$ cat src/rtl/rrf_pkg.sv
// Shared sizing and types for the renaming register file.
// Indexed by rename tag; each entry carries a result word and its ready bit.
package rrf_pkg;

  localparam int unsigned NUM_ENTRIES = 16;
  localparam int unsigned ADDR_W      = 4;
  localparam int unsigned DATA_W      = 32;
  localparam int unsigned NUM_TAGS    = 2 ** ADDR_W;

  typedef logic [ADDR_W-1:0] rrf_tag_t;

  typedef struct packed {
    logic              valid;
    logic [DATA_W-1:0] data;
  } rrf_entry_t;

endpackage

$ cat src/rtl/rrf_read_port.sv
// One combinational operand read port of the renaming register file.
// With RRF_BYPASS_EN defined, a same-cycle writeback to the read tag is forwarded.
module rrf_read_port
  import rrf_pkg::*;
(
  input  rrf_entry_t [NUM_TAGS-1:0] tag_table,
  input  logic [ADDR_W-1:0]         tag,
`ifdef RRF_BYPASS_EN
  input  logic [NUM_TAGS-1:0]       tag_live,
  input  logic                      write_enable,
  input  logic [ADDR_W-1:0]         write_reg,
  input  logic [DATA_W-1:0]         write_data,
  input  logic                      valid_bit,
`endif
  output logic [DATA_W-1:0]         data,
  output logic                      valid
);

  always_comb begin
    data  = tag_table[tag].data;
    valid = tag_table[tag].valid;
`ifdef RRF_BYPASS_EN
    // Out-of-range tags ignore writes, so they must not see the forwarded value either.
    if (write_enable && (write_reg == tag) && tag_live[tag]) begin
      data  = write_data;
      valid = valid_bit;
    end
`endif
  end

endmodule

$ cat src/rtl/renaming_register_file.sv
// Renaming register file: entry array, writeback/allocate update, two operand read ports.
// Optional same-cycle write forwarding is enabled by defining RRF_BYPASS_EN.
module renaming_register_file
  import rrf_pkg::*;
(
  input  logic              clk,
  input  logic              reset,
  input  logic [ADDR_W-1:0] read_reg1,
  input  logic [ADDR_W-1:0] read_reg2,
  output logic [DATA_W-1:0] read_data1,
  output logic [DATA_W-1:0] read_data2,
  output logic              valid_out,
  input  logic [ADDR_W-1:0] write_reg,
  input  logic [DATA_W-1:0] write_data,
  input  logic              write_enable,
  input  logic              valid_bit,
  input  logic              alloc_enable,
  input  logic [ADDR_W-1:0] alloc_reg
);

  rrf_entry_t [NUM_ENTRIES-1:0] entries_q;
  rrf_entry_t [NUM_TAGS-1:0]    tag_table;
`ifdef RRF_BYPASS_EN
  logic [NUM_TAGS-1:0]          tag_live;
`endif

  // Tags beyond the implemented entries read as an empty, not-ready entry.
  for (genvar i = 0; i < NUM_TAGS; i++) begin : g_table
    if (i < NUM_ENTRIES) begin : g_live
      assign tag_table[i] = entries_q[i];
`ifdef RRF_BYPASS_EN
      assign tag_live[i]  = 1'b1;
`endif
    end else begin : g_dead
      assign tag_table[i] = '0;
`ifdef RRF_BYPASS_EN
      assign tag_live[i]  = 1'b0;
`endif
    end
  end

  // Allocate is applied after the write so it wins the valid bit on a shared tag.
  always_ff @(posedge clk or posedge reset) begin
    if (reset) begin
      entries_q <= '0;
    end else begin
      for (int i = 0; i < NUM_ENTRIES; i++) begin
        if (write_enable && (write_reg == rrf_tag_t'(i))) begin
          entries_q[i] <= {valid_bit, write_data};
        end
        if (alloc_enable && (alloc_reg == rrf_tag_t'(i))) begin
          entries_q[i].valid <= 1'b0;
        end
      end
    end
  end

  logic [DATA_W-1:0] rd1_data;
  logic [DATA_W-1:0] rd2_data;
  logic              rd1_valid;
  logic              rd2_valid;

  rrf_read_port u_read_port1 (
    .tag_table    (tag_table),
    .tag          (read_reg1),
`ifdef RRF_BYPASS_EN
    .tag_live     (tag_live),
    .write_enable (write_enable),
    .write_reg    (write_reg),
    .write_data   (write_data),
    .valid_bit    (valid_bit),
`endif
    .data         (rd1_data),
    .valid        (rd1_valid)
  );

  rrf_read_port u_read_port2 (
    .tag_table    (tag_table),
    .tag          (read_reg2),
`ifdef RRF_BYPASS_EN
    .tag_live     (tag_live),
    .write_enable (write_enable),
    .write_reg    (write_reg),
    .write_data   (write_data),
    .valid_bit    (valid_bit),
`endif
    .data         (rd2_data),
    .valid        (rd2_valid)
  );

  // Forcing zero during reset also blocks any forwarded write from leaking out.
  assign read_data1 = reset ? '0 : rd1_data;
  assign read_data2 = reset ? '0 : rd2_data;
  assign valid_out  = ~reset & rd1_valid & rd2_valid;

endmodule

$ cat config.mk
export PLATFORM = sky130hd
export DESIGN_NAME = renaming_register_file
export DESIGN_NICKNAME = d
export VERILOG_FILES = /design/src/rtl/rrf_pkg.sv /design/src/rtl/rrf_read_port.sv /design/src/rtl/renaming_register_file.sv
export SDC_FILE = /design/constraint.sdc
export NUM_CORES = 1
export LEC_CHECK = 0
export CAP_MARGIN = 20
export CORE_MARGIN = 2
export CORE_UTILIZATION = 50
export DETAILED_ROUTE_END_ITERATION = 10
export DONT_BUFFER_PORTS = 1
export SYNTH_ARGS = -nofsm -noshare
export SYNTH_HDL_FRONTEND = slang
export SYNTH_HIERARCHICAL = 1
export SYNTH_SLANG_ARGS = --single-unit
$ cat constraint.sdc
create_clock -name clk -period 26.1 [get_ports clk]
set_clock_uncertainty 0.1 [all_clocks]
set_input_delay 3.915 -clock clk [delete_from_list [all_inputs] [get_ports clk]]
set_output_delay 3.915 -clock clk [all_outputs]
set_load 0.1 [all_outputs]
======== Yosys cells after proc, flatten, opt, wreduce, memory -nomap -nowiden ========
Index checks and enable logic that the tools add are counted.
storage, ports and cells
  output and inout bits ................... 65
  word-level logic and storage cells ...... 155
  input bits .............................. 53
  register bits after elaboration ......... 528
operators by class
  eq/ne operators ......................... 30
  muxes and demuxes ....................... 38
  $lt $le $gt $ge ......................... 2
  bitwise operators ....................... 3
  reductions and logical operators ........ 50
operator list
  cell                count
  $mux 33             18
  $bmux 33 s4         2
  $eq 4x4->1 const B  16
  $mux 32             2
  $eq 4x3->1 const B  8
  $logic_and 1x1->1   32
  $reduce_bool 2->1   16
  $eq 4x2->1 const B  4
  $mux 1              16
  $lt 4x5->1 const B  2
  $eq 4x1->1 const B  2
  $logic_not 4->1     2
  $and 1x1->1         2
  $not 1->1           1

======== Depth between registers and ports, before layout ========
  word-level depth ........................ 4
  depth in mapped cells ................... 7

======== Hierarchy ========
Netlist, hierarchy kept.
by module, submodules not included
  module                  area an instance (um^2)  instances  cells each  sequential area each (um^2)
  renaming_register_file  20438.4                  1          1294        13212.7
  rrf_read_port           4003.8                   2          280         0.0

======== Worst setup path after synthesis ========
No wires, ideal clock.
  kind .................................... input port to output port
  start ................................... input reset
  end ..................................... output valid_out
  setup slack ............................. 5.204 ns
  buffers on the path ..................... 1
  stages .................................. 3
  arrival ................................. 16.881 ns
  data required time ...................... 22.085 ns
  cell sequence ........................... clkbuf_1 > inv_1 > and3_1
between the ends
  longest elaborated chain between the ends .. 3
RTL lines
  element                    RTL line                      RTL
  from (decl)                renaming_register_file.sv:7   input logic reset,
  $not 1->1                  renaming_register_file.sv:94  assign valid_out = ~reset & rd1_valid & rd2_valid;
  $and 1x1->1 (2 in series)  renaming_register_file.sv:94
  to (decl)                  renaming_register_file.sv:12  output logic valid_out,
Every way passes these cells.

======== Worst setup path after layout ========
  start ................................... input read_reg2[3]
  end ..................................... output read_data2[31]
between the ends
  longest elaborated chain between the ends .. 3
RTL lines
  element                 RTL line                      RTL
  from (decl)             renaming_register_file.sv:9   input logic [ADDR_W-1:0] read_reg2,
  $bmux 33 s4             rrf_read_port.sv:20           data = tag_table[tag].data;
  $mux 33                 --
  named net rd2_data[31]  renaming_register_file.sv:59  logic [DATA_W-1:0] rd2_data;
  $mux 32                 renaming_register_file.sv:93  assign read_data2 = reset ? '0 : rd2_data;
  to (decl)               renaming_register_file.sv:11  output logic [DATA_W-1:0] read_data2,
The timed path passes the listed nets, and every way through them passes these cells. The select of a mux whose other input is x is not followed.

==> metrics.txt <==
Crit path arrival time=6.08 ns; remaining global-route overflow=0; relative slew slack=between 20% and 30%; cell chain of the critical path=and2_2 -> a22oi_1 -> nand2_1 -> nor2b_2; Post-synth ARST share=100.0%; vias in the first global route=17.69k; Setup Fix Bufs, Post-CTS=0; Peak VDD IR=0.00005321 V; Lkg Pwr=12.65 nW; CTS max path bufs=3; TritonCTS clock tree=done; Die ar.=between 0.05 and 0.06 mm^2; Cell Area, Synth=about 0.028 mm^2; # setup viols final=0; total core area=0.05628 mm^2; share of cells above drive strength 1=between 50% and 60%; post-cts sizing count=0; Layout Nets=1818; largest net degree at the start of global routing=160; vias post-DR=16.84k; Slew Viols, Final=0; Power Dens Cells=83.65 mW/mm^2; Site Rows=87; Final min period=roughly 10 ns; clk slew on worst S/H paths=roughly 0.060 ns; number of CTS-inserted buffers=59; synth top area cells=dfrtp_1, mux2_2, mux4_2; outcome=complete, no violations; CTS Hold Bufs=0; Largest stage delay, worst path=0.90 ns; starting density of the core=50.55%; crit path buf inv count=0; Most used DFF post-synth=dfrtp_1; Hold Crit Class=reg -> reg; Crit path max-delay family=simple AND/OR/NAND/NOR gates; initial antenna violation count=0; Synth-to-Final Area Change=7.992%; Sink Count=528; crit start category=primary input; post-route insts no fill=2572; H-tree depth=2; max-cap viol count=0; placed instance count=2459; post-synthesis sequential area ratio=46.45%; routed length per instance=28.86 um; Peak Freq=just under 100 MHz; port bufs=0; Final TNS setup=0 ns; slowest CP cell=and2_2; # DRC=0; GP Congestion=0.7979; max reg flops=528; Largest Register=entries_q; CP Max Fanout=33; Yosys top cell area share=46.45%; DRT iter0 DRCs=between 1k and 1.5k; Ports=between 100 and 150; top flop regs=entries_q (528); first-pass GRT wire length=between 100 and 150 mm; clk_lat worst skew=0.62 ns; net count after synthesis=1907; actual slew at the worst max-slew pin=1.161 ns; Synth Register Bits=roughly 530; Fin. Hold Viols=0; hold path start=entries_q[123]$_DFFE_PP0P_; Post-synth EDFFs=0; commonest cells in the netlist=dfrtp_1, mux2_2, mux4_2; Die H=~240 um; endpoint class of the critical path=output port; CP Class=in -> out; leading area contributor after synthesis=dfrtp_1; DP HPWL=between 30 and 40 mm; Total Routing Usage GR=around 26%; period utilisation layout=38.68%; Detailed Route WL=74.22 mm; Crit path required time=22.08 ns; CP startpoint=read_reg2[3]; Root Buffer=clkbuf_16; mean post-synth cell area=~15 um^2; Ant. Diodes=0; Post-Synthesis Cells=about 1.9k; Pre-Repair DR Iteration Count=4; Die Width=~240 um; vias per cell=6.547; Post-DRT Antenna Nets=0; synth unique cells=33; worst r2r src=entries_q[124]$_DFFE_PP0P_; YS warnings=6; top-count cell post-synth=dfrtp_1; unrepaired setup endpoints after global routing=no
[metal layers]
layer	wire length [um]	vias to the layer above	GRT usage (%)	share of wire, %
met4	1869	0	6.845	2.5
met5	0	-	0	0
met2	36400	473	42.14	49
met3	4074	112	4.265	5.5
li1	-	7047	-	-
met1	31870	9208	35.97	43
[final timing paths]
check	end	slack, ns	cells past startpoint
max in group asynchronous	entries_q[368]$_DFFE_PP0P_	20.54	3
min in group asynchronous	entries_q[54]$_DFFE_PP0P_	3.22	1
worst min register to register	entries_q[123]$_DFFE_PP0P_	0.41	1
worst min-delay path	entries_q[123]$_DFFE_PP0P_	0.41	1
worst max register to register	entries_q[124]$_DFFE_PP0P_	25.20	1
worst max-delay path	read_data2[31]	16.00	4
[final cells by class]
cell class              count  area [um^2]
fillers                  4617        25560
multi-input cells        1146        14360
flip-flops and latches    528        13210
clock buffers              86         1738
well taps                 756        945.9
repair buffers             29        250.2
clock inverters            26        197.7
inverters                   1        11.26
[metrics by stage]
step / hold WS (ns) / setup WS (ns) / cell area [um^2] / power (W) / util, %
2_1_floorplan: 0.3641 / 5.204 / 28450 / 0.001667 / -
3_3_place_gp: 0.3785 / 16.07 / 28760 / 0.001733 / 51.10
3_5_place_dp: 0.4011 / 16.07 / 28760 / 0.001760 / 51.10
4_1_cts: 0.4154 / 16.07 / 30690 / 0.002592 / 54.54
5_1_grt: 0.4205 / 16.02 / 30720 / 0.002690 / 54.59
6_report: 0.4099 / 16.00 / 30720 / 0.002570 / 54.59
[layout by cell type (no fill, tap or decap), types with 2 or more instances in the layout]
| master | instances |
|---|---|
| nand3b_1 | 4 |
| clkbuf_1 | 11 |
| clkinv_2 | 19 |
| clkbuf_8 | 16 |
| nor2_4 | 12 |
| o32ai_1 | 4 |
| nand2_2 | 6 |
| o21ai_0 | 12 |
| nor2b_4 | 4 |
| nor2b_1 | 2 |
| mux2_2 | 503 |
| buf_4 | 27 |
| and3b_1 | 2 |
| mux4_2 | 226 |
| and3_1 | 2 |
| mux2_1 | 9 |
| bufinv_16 | 2 |
| mux4_1 | 38 |
| clkbuf_16 | 59 |
| a21oi_1 | 16 |
| nor3_1 | 4 |
| nand2b_1 | 4 |
| nor2b_2 | 64 |
| nand3_1 | 14 |
| inv_6 | 4 |
| nand2_1 | 68 |
| dfrtp_1 | 528 |
| nor2_1 | 13 |
| a22oi_1 | 132 |
| and2_2 | 2 |
[where the power goes]
part / leakage, nW / internal, W / switching [W]
combinational: 5.18 / 0.000340 / 0.000270
clock: 0.976 / 0.000481 / 0.000344
sequential: 6.49 / 0.00101 / 0.000126
total: 12.6 / 0.00183 / 0.000739
[cells by family (layout without fill, tap and decap cells)]
group / after synthesis / count (layout) / share of synthesized area (%)
muxes: 776 / 776 / 41.67
AOI/OAI and AO/OA: 164 / 164 / 4.099
and+or+nand+nor: 206 / 206 / 3.765
DFF: 528 / 528 / 46.45
buffers and inverters: 180 / 142 / 4.016
No activity file was read; power rests on OpenSTA's default activity.
